### src/rtl/alu_dispatcher_pkg.sv
// Shared constants for the matrix ALU dispatcher: opcodes, bus geometry, FSM encoding.
package alu_dispatcher_pkg;

   localparam int MAT_W           = 256;
   localparam int ELEM_W          = 16;
   localparam int TIMEOUT_DEFAULT = 16;

   typedef logic [MAT_W-1:0] matrix_t;
   typedef logic [2:0]       opcode_t;

   localparam opcode_t OP_ADD       = 3'd0;
   localparam opcode_t OP_SUBTRACT  = 3'd1;
   localparam opcode_t OP_TRANSPOSE = 3'd2;
   localparam opcode_t OP_SCALE     = 3'd3;
   localparam opcode_t OP_MULTIPLY  = 3'd4;

   localparam logic [2:0] ST_IDLE   = 3'd0;
   localparam logic [2:0] ST_LOAD_A = 3'd1;
   localparam logic [2:0] ST_LOAD_B = 3'd2;
   localparam logic [2:0] ST_EXEC   = 3'd3;
   localparam logic [2:0] ST_RESP   = 3'd4;

   function automatic logic needsOperandB(input opcode_t op);
      return op != OP_TRANSPOSE;
   endfunction

   function automatic logic isLegalOp(input opcode_t op);
      return op <= OP_MULTIPLY;
   endfunction

endpackage

### src/rtl/alu_dispatcher_if.sv
// Command/response handshake plus ALU-side control and data bus of the dispatcher.
interface alu_dispatcher_if;
   import alu_dispatcher_pkg::*;

   logic    cmdValid;
   logic    cmdReady;
   opcode_t cmdOpCode;
   matrix_t cmdOperandA;
   matrix_t cmdOperandB;

   logic    rspValid;
   logic    rspReady;
   matrix_t rspMatrix;
   logic    rspError;

   opcode_t opCode;
   logic    readnWrite;
   logic    nALUenable;
   logic    matrixIndicator;
   matrix_t dataBusOut;
   logic    dataBusOE;
   matrix_t dataBusIn;
   logic    aluDone;

   modport master (
      input  cmdValid, cmdOpCode, cmdOperandA, cmdOperandB, rspReady, dataBusIn, aluDone,
      output cmdReady, rspValid, rspMatrix, rspError,
             opCode, readnWrite, nALUenable, matrixIndicator, dataBusOut, dataBusOE
   );

   modport slave (
      output cmdValid, cmdOpCode, cmdOperandA, cmdOperandB, rspReady, dataBusIn, aluDone,
      input  cmdReady, rspValid, rspMatrix, rspError,
             opCode, readnWrite, nALUenable, matrixIndicator, dataBusOut, dataBusOE
   );

endinterface

### src/rtl/alu_dispatcher_exec_watchdog.sv
// EXEC-phase cycle counter; saturates at the timeout value and flags it while enabled.
module alu_dispatcher_exec_watchdog #(
   parameter int TIMEOUT_CYCLES = 16
) (
   input  logic       clk,
   input  logic       reset,
   input  logic       clr_i,
   input  logic       en_i,
   output logic [4:0] count_o,
   output logic       timeout_o
);

   localparam logic [4:0] LAST = 5'(TIMEOUT_CYCLES - 1);

   logic [4:0] count_q, count_d;

   always_comb begin
      count_d = count_q;
      if (clr_i) begin
         count_d = '0;
      end else if (en_i && (count_q != LAST)) begin
         count_d = count_q + 5'd1;
      end
   end

   always_ff @(posedge clk) begin
      if (reset) begin
         count_q <= '0;
      end else begin
         count_q <= count_d;
      end
   end

   assign count_o   = count_q;
   assign timeout_o = en_i && (count_q == LAST);

endmodule

### src/rtl/alu_dispatcher.sv
// Sequences one matrix-ALU command: load A, optional load B/scalar, execute, capture result.
// All ALU-side outputs are registered so the shared bus is released cleanly on the next edge.
module alu_dispatcher
   import alu_dispatcher_pkg::*;
#(
   parameter int TIMEOUT_CYCLES = TIMEOUT_DEFAULT
) (
   input logic              clk,
   input logic              reset,
   alu_dispatcher_if.master dp
);

   logic [2:0] state_q, state_d;
   opcode_t    op_q, op_d;
   matrix_t    b_q, b_d;
   opcode_t    opcode_q, opcode_d;
   logic       rnw_q, rnw_d;
   logic       nen_q, nen_d;
   logic       ind_q, ind_d;
   logic       oe_q, oe_d;
   matrix_t    bus_q, bus_d;
   matrix_t    rsp_mat_q, rsp_mat_d;
   logic       rsp_err_q, rsp_err_d;

   logic [4:0] wd_count;
   logic       wd_timeout;

   alu_dispatcher_exec_watchdog #(
      .TIMEOUT_CYCLES (TIMEOUT_CYCLES)
   ) u_watchdog (
      .clk       (clk),
      .reset     (reset),
      .clr_i     (state_q != ST_EXEC),
      .en_i      (state_q == ST_EXEC),
      .count_o   (wd_count),
      .timeout_o (wd_timeout)
   );

   always_comb begin
      state_d   = state_q;
      op_d      = op_q;
      b_d       = b_q;
      opcode_d  = opcode_q;
      rnw_d     = rnw_q;
      nen_d     = nen_q;
      ind_d     = ind_q;
      oe_d      = oe_q;
      bus_d     = bus_q;
      rsp_mat_d = rsp_mat_q;
      rsp_err_d = rsp_err_q;

      case (state_q)
         ST_IDLE: begin
            if (dp.cmdValid) begin
               if (!isLegalOp(dp.cmdOpCode)) begin
                  state_d   = ST_RESP;
                  rsp_err_d = 1'b1;
                  rsp_mat_d = '0;
               end else begin
                  state_d  = ST_LOAD_A;
                  op_d     = dp.cmdOpCode;
                  opcode_d = dp.cmdOpCode;
                  // SCALE carries only an 8-bit scalar; the upper bus bits must read zero
                  b_d      = (dp.cmdOpCode == OP_SCALE) ? matrix_t'(dp.cmdOperandB[7:0])
                                                        : dp.cmdOperandB;
                  nen_d    = 1'b0;
                  rnw_d    = 1'b0;
                  ind_d    = 1'b0;
                  oe_d     = 1'b1;
                  bus_d    = dp.cmdOperandA;
               end
            end
         end
         ST_LOAD_A: begin
            if (needsOperandB(op_q)) begin
               state_d = ST_LOAD_B;
               ind_d   = 1'b1;
               bus_d   = b_q;
            end else begin
               state_d = ST_EXEC;
               rnw_d   = 1'b1;
               oe_d    = 1'b0;
               bus_d   = '0;
            end
         end
         ST_LOAD_B: begin
            state_d = ST_EXEC;
            rnw_d   = 1'b1;
            oe_d    = 1'b0;
            ind_d   = 1'b0;
            bus_d   = '0;
         end
         ST_EXEC: begin
            // aluDone in the first EXEC cycle is left over from the previous operation
            if (dp.aluDone && (wd_count != 5'd0)) begin
               state_d   = ST_RESP;
               rsp_mat_d = dp.dataBusIn;
               rsp_err_d = 1'b0;
               nen_d     = 1'b1;
               rnw_d     = 1'b0;
            end else if (wd_timeout) begin
               state_d   = ST_RESP;
               rsp_mat_d = '0;
               rsp_err_d = 1'b1;
               nen_d     = 1'b1;
               rnw_d     = 1'b0;
            end
         end
         ST_RESP: begin
            if (dp.rspReady) begin
               state_d = ST_IDLE;
            end
         end
         default: begin
            state_d = ST_IDLE;
         end
      endcase
   end

   always_ff @(posedge clk) begin
      if (reset) begin
         state_q   <= ST_IDLE;
         op_q      <= OP_ADD;
         b_q       <= '0;
         opcode_q  <= '0;
         rnw_q     <= 1'b0;
         nen_q     <= 1'b1;
         ind_q     <= 1'b0;
         oe_q      <= 1'b0;
         bus_q     <= '0;
         rsp_mat_q <= '0;
         rsp_err_q <= 1'b0;
      end else begin
         state_q   <= state_d;
         op_q      <= op_d;
         b_q       <= b_d;
         opcode_q  <= opcode_d;
         rnw_q     <= rnw_d;
         nen_q     <= nen_d;
         ind_q     <= ind_d;
         oe_q      <= oe_d;
         bus_q     <= bus_d;
         rsp_mat_q <= rsp_mat_d;
         rsp_err_q <= rsp_err_d;
      end
   end

   assign dp.cmdReady        = (state_q == ST_IDLE) && !reset;
   assign dp.rspValid        = (state_q == ST_RESP);
   assign dp.rspMatrix       = rsp_mat_q;
   assign dp.rspError        = rsp_err_q;
   assign dp.opCode          = opcode_q;
   assign dp.readnWrite      = rnw_q;
   assign dp.nALUenable      = nen_q;
   assign dp.matrixIndicator = ind_q;
   assign dp.dataBusOut      = bus_q;
   assign dp.dataBusOE       = oe_q;

endmodule

### src/flat_wrapper.sv
// flat-port wrapper written by rule: the top's interface ports become plain ports
module alu_dispatcher_flat import alu_dispatcher_pkg::*;
#(
   parameter int TIMEOUT_CYCLES = TIMEOUT_DEFAULT
)
  (clk, reset, dp_cmdValid, dp_cmdOpCode, dp_cmdOperandA, dp_cmdOperandB, dp_rspReady, dp_dataBusIn, dp_aluDone, dp_cmdReady, dp_rspValid, dp_rspMatrix, dp_rspError, dp_opCode, dp_readnWrite, dp_nALUenable, dp_matrixIndicator, dp_dataBusOut, dp_dataBusOE);
  alu_dispatcher_if dp_i ();
  input logic clk;
  input logic reset;
  input wire logic [$bits(dp_i.cmdValid)-1:0] dp_cmdValid;
  input wire logic [$bits(dp_i.cmdOpCode)-1:0] dp_cmdOpCode;
  input wire logic [$bits(dp_i.cmdOperandA)-1:0] dp_cmdOperandA;
  input wire logic [$bits(dp_i.cmdOperandB)-1:0] dp_cmdOperandB;
  input wire logic [$bits(dp_i.rspReady)-1:0] dp_rspReady;
  input wire logic [$bits(dp_i.dataBusIn)-1:0] dp_dataBusIn;
  input wire logic [$bits(dp_i.aluDone)-1:0] dp_aluDone;
  output wire logic [$bits(dp_i.cmdReady)-1:0] dp_cmdReady;
  output wire logic [$bits(dp_i.rspValid)-1:0] dp_rspValid;
  output wire logic [$bits(dp_i.rspMatrix)-1:0] dp_rspMatrix;
  output wire logic [$bits(dp_i.rspError)-1:0] dp_rspError;
  output wire logic [$bits(dp_i.opCode)-1:0] dp_opCode;
  output wire logic [$bits(dp_i.readnWrite)-1:0] dp_readnWrite;
  output wire logic [$bits(dp_i.nALUenable)-1:0] dp_nALUenable;
  output wire logic [$bits(dp_i.matrixIndicator)-1:0] dp_matrixIndicator;
  output wire logic [$bits(dp_i.dataBusOut)-1:0] dp_dataBusOut;
  output wire logic [$bits(dp_i.dataBusOE)-1:0] dp_dataBusOE;
  assign dp_i.cmdValid = dp_cmdValid;
  assign dp_i.cmdOpCode = dp_cmdOpCode;
  assign dp_i.cmdOperandA = dp_cmdOperandA;
  assign dp_i.cmdOperandB = dp_cmdOperandB;
  assign dp_i.rspReady = dp_rspReady;
  assign dp_i.dataBusIn = dp_dataBusIn;
  assign dp_i.aluDone = dp_aluDone;
  assign dp_cmdReady = dp_i.cmdReady;
  assign dp_rspValid = dp_i.rspValid;
  assign dp_rspMatrix = dp_i.rspMatrix;
  assign dp_rspError = dp_i.rspError;
  assign dp_opCode = dp_i.opCode;
  assign dp_readnWrite = dp_i.readnWrite;
  assign dp_nALUenable = dp_i.nALUenable;
  assign dp_matrixIndicator = dp_i.matrixIndicator;
  assign dp_dataBusOut = dp_i.dataBusOut;
  assign dp_dataBusOE = dp_i.dataBusOE;
  alu_dispatcher #(.TIMEOUT_CYCLES(TIMEOUT_CYCLES)) u_core (.clk(clk), .reset(reset), .dp(dp_i));
endmodule
### config.mk
export PLATFORM = sky130hd
export DESIGN_NAME = alu_dispatcher_flat
export DESIGN_NICKNAME = d
export VERILOG_FILES = /design/src/rtl/alu_dispatcher_pkg.sv /design/src/rtl/alu_dispatcher_if.sv /design/src/rtl/alu_dispatcher_exec_watchdog.sv /design/src/rtl/alu_dispatcher.sv /design/src/flat_wrapper.sv
export SDC_FILE = /design/constraint.sdc
export NUM_CORES = 1
export LEC_CHECK = 0
export ABC_AREA = 0
export BUFFER_PORTS_ARGS = -buffer_cell sky130_fd_sc_hd__buf_2
export CAP_MARGIN = 20
export CORE_AREA = 2 2 512 514
export DETAILED_ROUTE_END_ITERATION = 7
export DIE_AREA = 0 0 514 516
export GPL_TIMING_DRIVEN = 0
export HOLD_SLACK_MARGIN = 0.06
export PLACE_DENSITY_LB_ADDON = 0.25
export RECOVER_POWER = 25
export SETUP_SLACK_MARGIN = 0.15
export SYNTH_ARGS = -nofsm -noshare
export SYNTH_HDL_FRONTEND = slang
export SYNTH_HIERARCHICAL = 1
export SYNTH_SLANG_ARGS = --single-unit
### constraint.sdc
create_clock -name clk -period 2.75 [get_ports clk]
set_clock_uncertainty 0.1 [all_clocks]
set_input_delay 0.275 -clock clk [delete_from_list [all_inputs] [get_ports clk]]
set_output_delay 0.275 -clock clk [all_outputs]
set_load 0.01 [all_outputs]
==> out/metrics.cfg <==
[critical_path]
cp-start-kind=flop
required_ns=3.22
cpPeakStageDelay_ns=0.38
crit_path_top_delay_cell=dfxtp_4
crit_type=flop to flop
path_max_fanout=7
worstPathCellList=ha_4 -> and3_1 -> ha_2 -> and2_4 -> nor3_2 -> a211oi_2 -> o22ai_4 -> buf_12 -> buf_12 -> clkbuf_16 -> a32o_1
cp_top_family=compound AO/OA/AOI/OAI gates
crit_top_cell=buf_12
crit_buf_inv=3
arrival_ns=3.00
crit_path_end_kind=flop

[routing]
antenna_left=0
routed_wl_um=218000
wire_per_inst_um=25.1
first_pass_iters=8
viasPerCell=3.93
num_vias=34229
drcViolationCount=3
drtIter0Drc=2227

[die]
rows=187
die_h_um=516
placeableCoreArea_um2=259000
start_util=0.110
top_level_ports=1298
die_area_um2=265000
die_x_um=514

[sta]
post-route-period-util=0.918
setup_slack_ns=0.226
hold_ws_ns=0.132
fin_crit_ns=2.52
hold_viol_final=0
fmax_mhz=396
worst_pin_slew_ns=1.05
rsz0062_at_grt=no
final_max_slew_viol_count=0
slew_headroom=0.299
finalSetupViolCount=0

[final_layout]
finalCoreUtilization=0.195
final_cell_mix=1087 x buf_2, 782 x dfxtp_1, 774 x dlygate4sd3_1, 486 x clkbuf_1, 276 x nand2_1
n_fill_cell=29219
final_net_count=5968
seqCellArea_um2=15700
area_growth_pct=76.8
multi_input_area_um2=11300
finalNonFillerCells=8710
stdcell_area_um2=50600
layout_commonest_cell=buf_2
drive_gt1_frac=0.263

[logic_synthesis]
yosysWarnings=6
synth_cells=3005
synth_edf_count=0
synth-simple-area-share=0.167
ys_seq_area_frac=0.549
muxShareOfSynthArea=0
post_synth_num_cell_types=47
synth_compound_area_frac=0.221
synth_xor_area_frac=0.000919
async_flop_share=0
avgSynthCellArea_um2=9.51
syn_nets=3783
synth_fa_ha_area_frac=0.000875
synth_flop_cell=dfxtp_1
netlist_area_um2=28600
synth_seq_cells=784
synth_top_family_by_area=compound AO/OA/AOI/OAI gates

[clocking]
cts_root_buf=clkbuf_16
cts.sinks=784
numCtsBuffers=100
htree_levels=3
cts_tree=yes
clkTransAtPathRegs_ns=0.06
worstSkewPairLatency_ns=0.71
cts_max_path_buffers=3

[grt]
grt_first_pass_wirelength_um=289000
track_usage=0.156
grt_pass1_vias=34515
overflow=0
grt_antenna_before_repair=73
grt_max_degree=15

[placed_design]
placed_cell_area_um2=39400
place_inst=7707
port_buffers=1297
place.gp.congestion=0.902
place_ws_ns=-1.13
hpwl_um=178000

[status]
status=complete, but fails checks
violations=DRC

[min_path]
hold_class=input port to flop

[power]
p_leak_nw=19.9
powerDensity_nw_per_um2=721
vdd_ir_drop_max_v=0.000472

[job]
max-cap-violations=0

[worst reg2reg max path, stage by stage (launching register included)]
cell	delay [ns]
dfxtp_4	0.38
ha_4	0.14
and3_1	0.16
ha_2	0.20
and2_4	0.15
nor3_2	0.04
a211oi_2	0.30
o22ai_4	0.13
buf_12	0.17
buf_12	0.21
clkbuf_16	0.16
a32o_1	0.24
[metrics by stage]
| stage | total power, mW | TNS, ns |
|---|---|---|
| final | 36.5 | 0 |
| after floorplan | 17.5 | 0 |
| after detailed placement | 22.2 | -312.83 |
| after global placement | 22.2 | -403.91 |
| after CTS | 37.1 | 0 |
| after global routing | 38.2 | 0 |
[flip-flops by register name, indices dropped and copies added (netlist names)]
signal	flops
u_core/u_watchdog/count_o	5
u_core/b_q	256
u_core/dp.opCode	3
u_core/dp.dataBusOE	1
u_core/dp.readnWrite	1
u_core/state_q	3
u_core/dp.rspError	1
u_core/dp.matrixIndicator	1
u_core/dp.nALUenable	1
u_core/dp.rspMatrix	256
u_core/dp.dataBusOut	256
[where the power goes]
| group | leakage (nW) | switching (mW) | total [mW] | internal (mW) |
|---|---|---|---|---|
| Clock | 1.63 | 5.72 | 13.6 | 7.87 |
| Combinational | 11.8 | 6.13 | 9.53 | 3.39 |
| Sequential | 6.40 | 0.783 | 13.3 | 12.5 |
| Total | 19.9 | 12.6 | 36.5 | 23.8 |
[kinds of logic after synthesis]
| family | Yosys count |
|---|---|
| AND/OR/NAND/NOR | 1073 |
| AO/OA/AOI/OAI | 795 |
| flip-flops | 784 |
| buffers and inverters | 348 |
| XOR/XNOR | 3 |
| adder cells (fa/ha/maj) | 2 |
[layout make-up]
class | instances | area share
tap | 3402 | 0.0842
clock buffer | 150 | 0.0582
clock inverter | 31 | 0.00787
inverter | 6 | 0.000520
multi-input combinational | 1873 | 0.223
timing repair buffer | 2083 | 0.277
antenna | 39 | 0.00193
buffer | 342 | 0.0367
sequential | 784 | 0.311
[timing repair]
action	in CTS	in global routing
gates resized for setup	47	42
buffers inserted	4	3
pin swaps	3	2
gates cloned	0	2
hold buffers	774	0
endpoints found under the hold margin	777	0
setup endpoints to repair	713	411
[Yosys cell counts, types with 3 or more instances]
library cell	instances	area, um^2
dfxtp_1	784	15700
nand2_1	276	1040
a21oi_1	265	1330
nor2_1	265	995
nor3_1	260	1300
a32o_1	257	2570
a221oi_1	256	2240
nand3_1	250	1250
clkbuf_1	164	616
buf_2	124	621
buf_4	29	218
buf_6	25	282
inv_1	5	18.8
and3_1	3	18.8
nand3b_1	3	22.5
[worst paths after layout]
check,from,to,slack [ns],depth (start not counted)
worst max-delay path,u_core/u_watchdog/count_o[0],u_core/dp.rspMatrix[61],0.23,11
worst min-delay path,reset,u_core/u_watchdog/count_o[0],0.13,3
worst max register to register,u_core/u_watchdog/count_o[0],u_core/dp.rspMatrix[61],0.23,11
worst min register to register,u_core/b_q[9],u_core/b_q[9],0.35,2
[per-layer routing]
metal	track usage	vias up	wire, um
li1	-	15678	-
met1	0.173	16626	83700
met2	0.274	1564	106000
met5	0.00198	-	170
met3	0.0520	337	19000
met4	0.0604	24	9660
Power figures use the tool's default switching activity.
